## config.mk

```make
export PLATFORM = sky130hd
export DESIGN_NAME = sequential_multiplier
export DESIGN_NICKNAME = d
export VERILOG_FILES = /design/src/rtl/sequential_multiplier.sv
export SDC_FILE = /design/constraint.sdc
export NUM_CORES = 1
export LEC_CHECK = 0
export ABC_CLOCK_PERIOD_IN_PS = 5100
export BUFFER_PORTS_ARGS = -buffer_cell sky130_fd_sc_hd__buf_2
export CORE_ASPECT_RATIO = 1.25
export CORE_MARGIN = 4
export CORE_UTILIZATION = 62
export CTS_CLUSTER_SIZE = 25
export DETAILED_ROUTE_END_ITERATION = 7
export PLACE_DENSITY = 0.83
export RECOVER_POWER = 25
export SLEW_MARGIN = 20
export SYNTH_ARGS = -nofsm -noshare
export SYNTH_HDL_FRONTEND = slang
export SYNTH_SLANG_ARGS = --single-unit
```

## constraint.sdc

```tcl
create_clock -name Clock -period 5.1 [get_ports Clock]
set_input_delay 0.51 -clock Clock [delete_from_list [all_inputs] [get_ports Clock]]
set_output_delay 0.51 -clock Clock [all_outputs]
set_load 0.02 [all_outputs]
```

## src/rtl/sequential_multiplier.sv

```systemverilog
// rtl/sequential_multiplier.sv - multi-cycle shift-and-add multiplier with Start/Busy/Done handshake
//
// Purpose: computes the full 2*WIDTH-bit product of A and B with one multiplier
//          bit retired per clock. The result and Overflow are registered once,
//          in the edge that enters DONE, and then hold until the next DONE.
// Optional: define SEQUENTIAL_MULTIPLIER_SIGNED_EN to add the Signed input
//          (two's complement operands when Signed=1).
// Ports:
//   Clock        in   system clock, rising edge
//   Reset        in   asynchronous active-high reset
//   Start        in   request a multiply (ignored while Busy)
//   Signed       in   (SEQUENTIAL_MULTIPLIER_SIGNED_EN only) operands are signed
//   A, B         in   multiplicand / multiplier, captured on accepted Start
//   Busy         out  high while iterating (WIDTH cycles)
//   Done         out  one-cycle pulse when the product outputs update
//   ProductHigh  out  upper WIDTH bits of the product
//   ProductLow   out  lower WIDTH bits of the product
//   Overflow     out  product does not fit in WIDTH bits

module sequential_multiplier #(
    parameter int WIDTH = 16
) (
    input  logic             Clock,
    input  logic             Reset,
    input  logic             Start,
`ifdef SEQUENTIAL_MULTIPLIER_SIGNED_EN
    input  logic             Signed,
`endif
    input  logic [WIDTH-1:0] A,
    input  logic [WIDTH-1:0] B,
    output logic             Busy,
    output logic             Done,
    output logic [WIDTH-1:0] ProductHigh,
    output logic [WIDTH-1:0] ProductLow,
    output logic             Overflow
);

    localparam int CW = $clog2(WIDTH) + 1;

    typedef enum logic [1:0] {
        IDLE = 2'd0,
        RUN  = 2'd1,
        DONE = 2'd2
    } state_t;

    state_t             state;
    state_t             state_next;
    logic [WIDTH-1:0]   mcand;
    logic [WIDTH-1:0]   mplier;
    logic [2*WIDTH-1:0] acc;
    logic [CW-1:0]      count;
    logic               neg;
    logic               sgn_mode;

    logic               accept;
    logic               last;
    logic [WIDTH-1:0]   a_mag;
    logic [WIDTH-1:0]   b_mag;
    logic               neg_in;
    logic               sgn_in;
    logic [WIDTH:0]     upper_sum;
    logic [2*WIDTH-1:0] acc_step;
    logic [2*WIDTH-1:0] prod;
    logic               ovf;

    // Start is honoured in IDLE and in DONE (back-to-back), never in RUN.
    assign accept = Start && (state != RUN);
    assign last   = (state == RUN) && (count == CW'(WIDTH - 1));

    // Operand conditioning: the iteration always works on magnitudes; the sign
    // of the result is remembered and applied on the final edge.
`ifdef SEQUENTIAL_MULTIPLIER_SIGNED_EN
    always_comb begin
        sgn_in = Signed;
        a_mag  = (Signed && A[WIDTH-1]) ? -A : A;
        b_mag  = (Signed && B[WIDTH-1]) ? -B : B;
        neg_in = Signed && (A[WIDTH-1] ^ B[WIDTH-1]);
    end
`else
    always_comb begin
        sgn_in = 1'b0;
        a_mag  = A;
        b_mag  = B;
        neg_in = 1'b0;
    end
`endif

    // One shift-and-add step. The adder is WIDTH+1 bits wide so its carry
    // lands in the accumulator MSB after the right shift.
    always_comb begin
        upper_sum = {1'b0, acc[2*WIDTH-1:WIDTH]} + (mplier[0] ? {1'b0, mcand} : '0);
        acc_step  = {upper_sum, acc[WIDTH-1:1]};
        prod      = neg ? -acc_step : acc_step;
        if (sgn_mode) begin
            ovf = (prod[2*WIDTH-1:WIDTH] != {WIDTH{prod[WIDTH-1]}});
        end else begin
            ovf = (prod[2*WIDTH-1:WIDTH] != '0);
        end
    end

    always_comb begin
        state_next = state;
        case (state)
            IDLE:    if (Start) state_next = RUN;
            RUN:     if (last) state_next = DONE;
            DONE:    state_next = Start ? RUN : IDLE;
            default: state_next = IDLE;
        endcase
    end

    assign Busy = (state == RUN);
    assign Done = (state == DONE);

    always_ff @(posedge Clock or posedge Reset) begin
        if (Reset) begin
            state <= IDLE;
        end else begin
            state <= state_next;
        end
    end

    always_ff @(posedge Clock or posedge Reset) begin
        if (Reset) begin
            mcand       <= '0;
            mplier      <= '0;
            acc         <= '0;
            count       <= '0;
            neg         <= 1'b0;
            sgn_mode    <= 1'b0;
            ProductHigh <= '0;
            ProductLow  <= '0;
            Overflow    <= 1'b0;
        end else if (accept) begin
            mcand    <= a_mag;
            mplier   <= b_mag;
            acc      <= '0;
            count    <= '0;
            neg      <= neg_in;
            sgn_mode <= sgn_in;
        end else if (state == RUN) begin
            acc    <= acc_step;
            mplier <= mplier >> 1;
            count  <= count + CW'(1);
            // Outputs only ever see the completed product, never partials.
            if (last) begin
                ProductHigh <= prod[2*WIDTH-1:WIDTH];
                ProductLow  <= prod[WIDTH-1:0];
                Overflow    <= ovf;
            end
        end
    end

endmodule

```

==> results.txt, run 1 <==
The flow ran to the end, and the final reports show no timing, DRC or antenna violations. The number of different library cells used by synthesis comes to 54. The worst path needs 3.24 ns of the cycle, external delays included. For this design the static power due to leakage is 2.61 nW. Prevailing post-synth register cell: sky130_fd_sc_hd__dfrtp_1. Counting stages on the worst path, the most repeated cell is sky130_fd_sc_hd__a31oi_1. The cell count after synthesis is 484, and the xor and xnor fraction of the mapped netlist area is 1.22%. By count the netlist is led by 103 x sky130_fd_sc_hd__dfrtp_1, 77 x sky130_fd_sc_hd__nand2_1, 52 x sky130_fd_sc_hd__o21ai_0.

The achievable frequency was 309 MHz. TritonCTS built the clock tree. Dividing the detail-routed wire length by the instance count gives 16.5 um.

The tools report the final count of pins violating max slew as 0. The repair_antennas step left the layout with diodes totalling 0. The cell with the largest stage delay on the worst path is sky130_fd_sc_hd__dfrtp_1. Input and output buffers added on the ports amount to 69. The die covers 9600 sq um.

The sequential cell area was 2580 sq um; the y dimension of the die was 109 um. The tree is rooted in a sky130_fd_sc_hd__clkbuf_8. After synthesis, the share of flip-flops with an asynchronous set or reset is 100%. Global router's overall resource usage: 24.0%. The number of flops mapped to enable cells by yosys was 0; the number of iterations in the first detailed-routing pass was 5. The tools report the half-perimeter wire length of the detailed placement result as 7570 um. The total setup buffers inserted after CTS was 0. The run gives 70.9% as the share of the core filled with cells in the final layout. Measured against its own limit, the worst slew margin works out to 4.18%. The cell type contributing the most total cell area after synthesis was sky130_fd_sc_hd__dfrtp_1. The worst setup path is captured at a register. The element type at the critical path start is a register.

The post-synthesis sequential element count is 103, and the number of global-route vias before repair is 3881. After clock tree synthesis, the clock-pin slew on the worst setup and hold paths is 0.10 ns. The sequential-to-total area share from yosys stat was 51.4%. The clock latency of the later-clocked register in the worst-skew pair is 0.37 ns, and the number of warnings printed during yosys synthesis is 0.

By area the synthesized netlist is led by sky130_fd_sc_hd__dfrtp_1 51%, sky130_fd_sc_hd__mux2_2 7.6%, sky130_fd_sc_hd__nand2_1 5.8%. The highest ir drop seen on vdd came out at 0.384 mV. The floorplan step set the die width to 88.5 um. In this run the power density over the cells is 591 nW/um^2. The share of the synthesized area in the top cell type was 51.4%.

Walking the worst path, the cells encountered are and2_1, ha_1, fa_1, a211oi_1, o211ai_1, a31oi_1, xor2_1, o211ai_2, nor4bb_1, a31oi_1. Total negative slack: 0 ns. The run gives 0 as the max capacitance violation total. The required time at the worst-slack endpoint is 5.35 ns.

The maximum level of the CTS H-tree was 3; the delay of the slowest cell on the worst path was 0.52 ns. The maximum fanout count along the critical path came out at 17. The dominant delay contributor by cell family on the critical path was compound AO/OA/AOI/OAI gates. Of the post-synthesis cell area, the part taken by muxes is 10.8%. The region available for standard cell placement spans 7840 sq um. The fraction of layout instances using a drive strength above 1 works out to 19.5%. sky130_fd_sc_hd__dfrtp_1 is the most common cell in the netlist. The placement row count was 36; the total setup violations reported at the end of the flow was 0. By startpoint and endpoint, the worst setup path is classified as reg -> reg. Counting every net in the synthesized netlist gives 538.

The min-delay analysis places its worst path in the category in -> reg. Setup repair after global routing left no endpoint under its margin. The number of placed I/O pins is 70, and the vias per cell is 5.84.

The netlist area before placement is 5020 sq um. The initial DRC count is 125, and the number of remaining DRC errors is 0. The filler cells instantiated in the layout total 625.

After Yosys synthesis, and, or, nand and nor cells account for 16.0% of the synthesized area. Buffer and inverter count on the worst path: 0. In this run, post-CTS repair resized a total of 0 instances. By area, the combinational part of the netlist is dominated by simple AND/OR/NAND/NOR gates. The total routed wirelength was 10600 um. The run gives 17800 um as the first-pass GRT wire length. The worst path uses 63.5% of the clock period. STA puts the critical path data arrival time at 3.49 ns. The multi-input combinational cells in the finished layout cover a total of 2310 sq um.

In this run, post-CTS hold repair placed 0 buffers. The run gives 0 as the number of hold violations in the final report. Detailed routing inserted a total of 3757 vias.

At the end of the flow, the number of nets in the layout was 597. A synthesized cell averages 10.4 sq um. The fraction of the mapped netlist area in compound gates was 13.1%. The final setup skew came out at 0.0118 ns.

The pin count of the biggest net entering global routing was 72; the CTS sink count was 103. For the pin with the worst max-slew slack, the measured transition is 1.43 ns. Number of antenna violations at the first check in global routing: 0. On the final layout, the worst hold slack is 0.376 ns. The clock passes through at most 2 buffers. The adder-cell share of the synthesized area works out to 4.89%.

The detail route stage leaves a number of antenna-violating nets equal to 0. The area growth from synthesis to layout is 10.8%. For the number of buffers created by CTS, the log shows 9. The initial cell density of the core is 64.0%.

Routability-driven placement finished with a final weighted congestion of 0.925. After global routing the overflow that remains totals 0.
-- final timing paths --
path	slack (ns)	cells past startpoint	startpoint	endpoint
setup reg to reg	1.86	10	mplier[0]	Overflow
setup / recovery	1.86	10	mplier[0]	Overflow
min in group asynchronous	0.44	2	Reset	ProductHigh[10]
hold / removal	0.38	2	A[15]	mcand[15]
max in group asynchronous	3.18	3	Reset	count[2]
hold reg to reg	0.49	2	ProductHigh[4]	ProductHigh[4]
-- kinds of logic (layout without fill, tap and decap cells) --
kind of cell,after synthesis,after routing
adders and majority gates,19,19
xor gates and xnor gates,7,7
and+or+nand+nor,171,171
buffers and inverters,34,98
AOI/OAI and AO/OA,100,100
muxes,50,50
DFF,103,103
-- registers in the layout, indices dropped and copies added (netlist names) --
register,flops
ProductLow,16
mplier,16
state,2
mcand,16
ProductHigh,16
count,5
Overflow,1
acc,31
-- final cells by class --
cell class | instances | share of cell area [%]
inverters | 10 | 0.698
clock buffers | 10 | 2.48
multi-input cells | 347 | 41.5
repair buffers | 72 | 6.01
flip-flops and latches | 103 | 46.4
well taps | 95 | 2.14
clock inverters | 6 | 0.765
-- power breakdown --
group | leakage [nW] | switching, W | internal (W)
Sequential | 1.29 | 0.000196 | 0.00114
Clock | 0.0944 | 0.000280 | 0.000194
Combinational | 1.23 | 0.000919 | 0.000556
Total | 2.61 | 0.00140 | 0.00189
-- worst reg2reg max path: stages (launching register included) --
cell                       delay, ns
sky130_fd_sc_hd__dfrtp_1        0.52
sky130_fd_sc_hd__and2_1         0.21
sky130_fd_sc_hd__ha_1           0.23
sky130_fd_sc_hd__fa_1           0.44
sky130_fd_sc_hd__a211oi_1       0.35
sky130_fd_sc_hd__o211ai_1       0.23
sky130_fd_sc_hd__a31oi_1        0.25
sky130_fd_sc_hd__xor2_1         0.29
sky130_fd_sc_hd__o211ai_2       0.14
sky130_fd_sc_hd__nor4bb_1       0.35
sky130_fd_sc_hd__a31oi_1        0.13
-- per-stage QoR --
| stage | instances | cell area [sq um] | power [W] | setup slack [ns] |
|---|---|---|---|---|
| floorplan | 484 | 5020 | 0.00243 | 1.89 |
| global placement | 627 | 5410 | 0.00277 | 2.10 |
| detailed placement | 627 | 5410 | 0.00284 | 1.93 |
| CTS | 643 | 5590 | 0.00333 | 1.91 |
| global route | 643 | 5560 | 0.00355 | 1.72 |
| finish | 643 | 5560 | 0.00328 | 1.86 |
-- placed cells by master, fill, tap and decap left out, types with 3 or more instances in the layout --
cell / count
sky130_fd_sc_hd__nor3_1: 7
sky130_fd_sc_hd__nand2_1: 77
sky130_fd_sc_hd__clkbuf_8: 10
sky130_fd_sc_hd__a31oi_1: 3
sky130_fd_sc_hd__a21oi_1: 12
sky130_fd_sc_hd__clkinv_2: 3
sky130_fd_sc_hd__dfrtp_1: 103
sky130_fd_sc_hd__or3_1: 3
sky130_fd_sc_hd__mux2_2: 34
sky130_fd_sc_hd__xor2_1: 3
sky130_fd_sc_hd__o21ai_0: 52
sky130_fd_sc_hd__ha_1: 18
sky130_fd_sc_hd__nor2_1: 16
sky130_fd_sc_hd__nand3_1: 38
sky130_fd_sc_hd__mux2i_1: 16
sky130_fd_sc_hd__o211ai_1: 4
sky130_fd_sc_hd__a21o_1: 3
sky130_fd_sc_hd__and2_1: 17
sky130_fd_sc_hd__buf_2: 42
sky130_fd_sc_hd__inv_1: 8
sky130_fd_sc_hd__xnor2_1: 4
sky130_fd_sc_hd__a211oi_1: 4
sky130_fd_sc_hd__buf_4: 3
sky130_fd_sc_hd__clkbuf_1: 27
-- metal layers --
| metal | up-vias | wire length, um | GRT usage, % |
|---|---|---|---|
| met1 | 1826 | 4180 | 27.4 |
| met2 | 80 | 5640 | 42.0 |
| met3 | 29 | 408 | 4.80 |
| li1 | 1822 | - | - |
| met4 | 0 | 397 | 12.0 |
| met5 | - | 0 | 0 |
Note: power is estimated with default switching activity, not from simulation.
==> run 2: changes to the inputs <==
- ABC_CLOCK_PERIOD_IN_PS: 5100 -> 3200
- CORE_UTILIZATION: 62 -> 57
- PLACE_DENSITY: 0.83 -> 0.77
- clock period: 5.1 -> 3.2 ns (I/O delays scaled with it)
==> results.txt, run 2 (same netlist as run 1, synthesis figures left out) <==
The flow ran to the end, but the final reports show violations. The checks that failed: capacitance limit, slew limit. The slew at the pin with the worst max-slew slack works out to 2.42 ns (+0.993 ns).

The clock slew at the register clock pins of the worst setup and hold paths was 0.10 ns (about the same). The area growth from synthesis to layout is 14.6%. The final weighted congestion of routability-driven global placement was 0.907 (-1.9%). The achievable frequency was 331 MHz (+7.1%); the final critical delay including setup and external delays was 3.02 ns (-0.215 ns).

Required time at the worst-slack endpoint: 3.45 ns (-1.90 ns). The highest ir drop seen on vdd is 0.479 mV (+25%), and the area of the core is 8650 sq um (+10%). STA classifies the critical path startpoint as a register. The total routed wirelength was 10500 um (-1.2%); the clock latency of the later-clocked register in the worst-skew pair was 0.37 ns (about the same). The part of the cycle the worst path needs was 94.5% (+31 points). Worst hold-check path type: in -> reg. The number of buffers added on ports was 69 (unchanged); the fraction of layout instances using a drive strength above 1 was 25.2% (+5.7 points). The pin count of the biggest net entering global routing was 57 (-21%). The number of antenna violations at the first check in global routing was 0 (unchanged); the overall overflow remaining after global route was 0 (unchanged). The placement row count was 38 (+5.6%); the total number of vias was 3788 (+0.83%).

Die boundary width: 91.9 um (+3.9%). The max capacitance violation total came out at 1 (+1). The tools report the total setup buffers inserted after CTS as 0 (unchanged). Total setup violations reported at the end of the flow: 0 (unchanged).

The vias per cell was 5.61 (-4.0%). For the first-pass GRT wire length, the log shows 18000 um (+0.70%). The most common cell after layout, fill and taps aside is sky130_fd_sc_hd__dfrtp_1. Startpoint-to-endpoint class of the critical path: reg -> reg. Flip-flop count of the largest register, all copies and words added: 31 (unchanged). The cell sitting at the root of the clock tree is a sky130_fd_sc_hd__clkbuf_8. For the number of global-route vias before repair, the log shows 3767 (-2.9%).

The kind of end point of the critical path was a register. Global router's overall resource usage: 21.8% (-2.2 points). For the die footprint, the log shows 10400 sq um (+8.0%). The final routed wire length divided by cell count came out at 15.6 um (-5.9%). The total negative slack came out at 0 ns (unchanged).

Buffer depth of the longest clock path: 2 (unchanged). TritonCTS built the clock tree. The number of remaining DRC errors was 0 (unchanged); the count of hold-fix buffers inserted at cts was 0 (unchanged).

For the number of hold violations in the final report, the log shows 0 (unchanged). The number of placed I/O pins was 70 (unchanged). The logs give 7450 um (-1.6%) for the half-perimeter wire length of the detailed placement result and 58.0% (-6.0 points) for the initial cell density of the core. For the number of buffers created by CTS, the log shows 9 (unchanged).

The initial DRC count is 205 (+64%), and the leakage power summed over all cells is 2.76 nW (+5.7%). The tools report the share of the core filled with cells in the final layout as 66.5% (-4.5 points). The tools report the final count of pins violating max slew as 57 (+57). The final setup skew is 0.0122 ns (+0.000484 ns).

The run gives 0 (unchanged) as the final antenna diode count. Maximum fanout count along the critical path: 15 (-2). Setup repair after global routing left no endpoint under its margin. The final antenna-violating net count is 0 (unchanged), and the number of iterations in the first detailed-routing pass is 4 (-1). The areal power density over the cells is 969 nW/um^2 (+64%). The relative slew slack is -62.4% (-67 points), and the y dimension of the die is 113 um (+4.0%). The number of nets in the layout was 604 (+1.2%); the post-cts gate resize count was 0 (unchanged).

The CTS sink count was 103 (unchanged). The maximum level of the CTS H-tree was 3 (unchanged). Counting flops per register, the top entry is acc. The top cell types in the final layout, fill and taps aside, are 103 x sky130_fd_sc_hd__dfrtp_1, 77 x sky130_fd_sc_hd__nand2_1, 69 x sky130_fd_sc_hd__buf_2. The tools report the signal arrival time at the worst endpoint as 3.27 ns (-0.22 ns).
run 2: layout make-up:
class	count	area, sq um
flip-flops and latches	103	2580
well taps	120	150
inverters	10	38.8
fillers	706	2900
clock inverters	6	121
repair buffers	79	417
multi-input cells	347	2310
clock buffers	10	138
run 2: worst paths after layout:
kind / from / to / slack (ns) / cells after the start
worst max-delay path: mplier[0] / Overflow / 0.18 / 10
worst min-delay path: A[14] / mcand[14] / 0.18 / 2
worst max register to register: mplier[0] / Overflow / 0.18 / 10
worst min register to register: ProductHigh[7] / ProductHigh[7] / 0.48 / 2
max in group asynchronous: Reset / acc[16] / 0.71 / 3
min in group asynchronous: Reset / mcand[14] / 0.60 / 2
run 2: worst max-delay path, cell delays in order, from the launching register on:
cell,delay [ns]
sky130_fd_sc_hd__dfrtp_1,0.39
sky130_fd_sc_hd__buf_4,0.17
sky130_fd_sc_hd__and2_1,0.14
sky130_fd_sc_hd__ha_1,0.33
sky130_fd_sc_hd__a211oi_1,0.45
sky130_fd_sc_hd__o211ai_1,0.28
sky130_fd_sc_hd__a31oi_1,0.26
sky130_fd_sc_hd__xor2_1,0.26
sky130_fd_sc_hd__o211ai_2,0.14
sky130_fd_sc_hd__nor4bb_1,0.33
sky130_fd_sc_hd__a31oi_1,0.14
run 2: per-stage QoR:
step / cell area, sq um / cells / total power (W) / hold slack [ns] / worst slack (ns)
global route: 5750 / 675 / 0.00602 / 0.166 / 0.0156
floorplan: 5020 / 484 / 0.00387 / 0.443 / 0.176
CTS: 5760 / 675 / 0.00562 / 0.0719 / 0.217
detailed placement: 5500 / 659 / 0.00459 / 0.465 / 0.242
global placement: 5500 / 659 / 0.00450 / 0.457 / 0.334
finish: 5750 / 675 / 0.00557 / 0.181 / 0.176
run 2: where the power goes:
part           total (W)  switching [W]  internal [W]
sequential       0.00211       0.000293       0.00181
combinational    0.00244        0.00147      0.000974
clock            0.00102       0.000465      0.000555
total            0.00557        0.00223       0.00334
run 2: metal layers:
metal / up-vias / part of all wire (%) / global-route usage (%)
met5: - / 0 / 0
met4: 0 / 3.8 / 11.3
met3: 24 / 4.2 / 4.06
met2: 92 / 50 / 37.0
met1: 1834 / 41 / 26.5
li1: 1838 / - / -
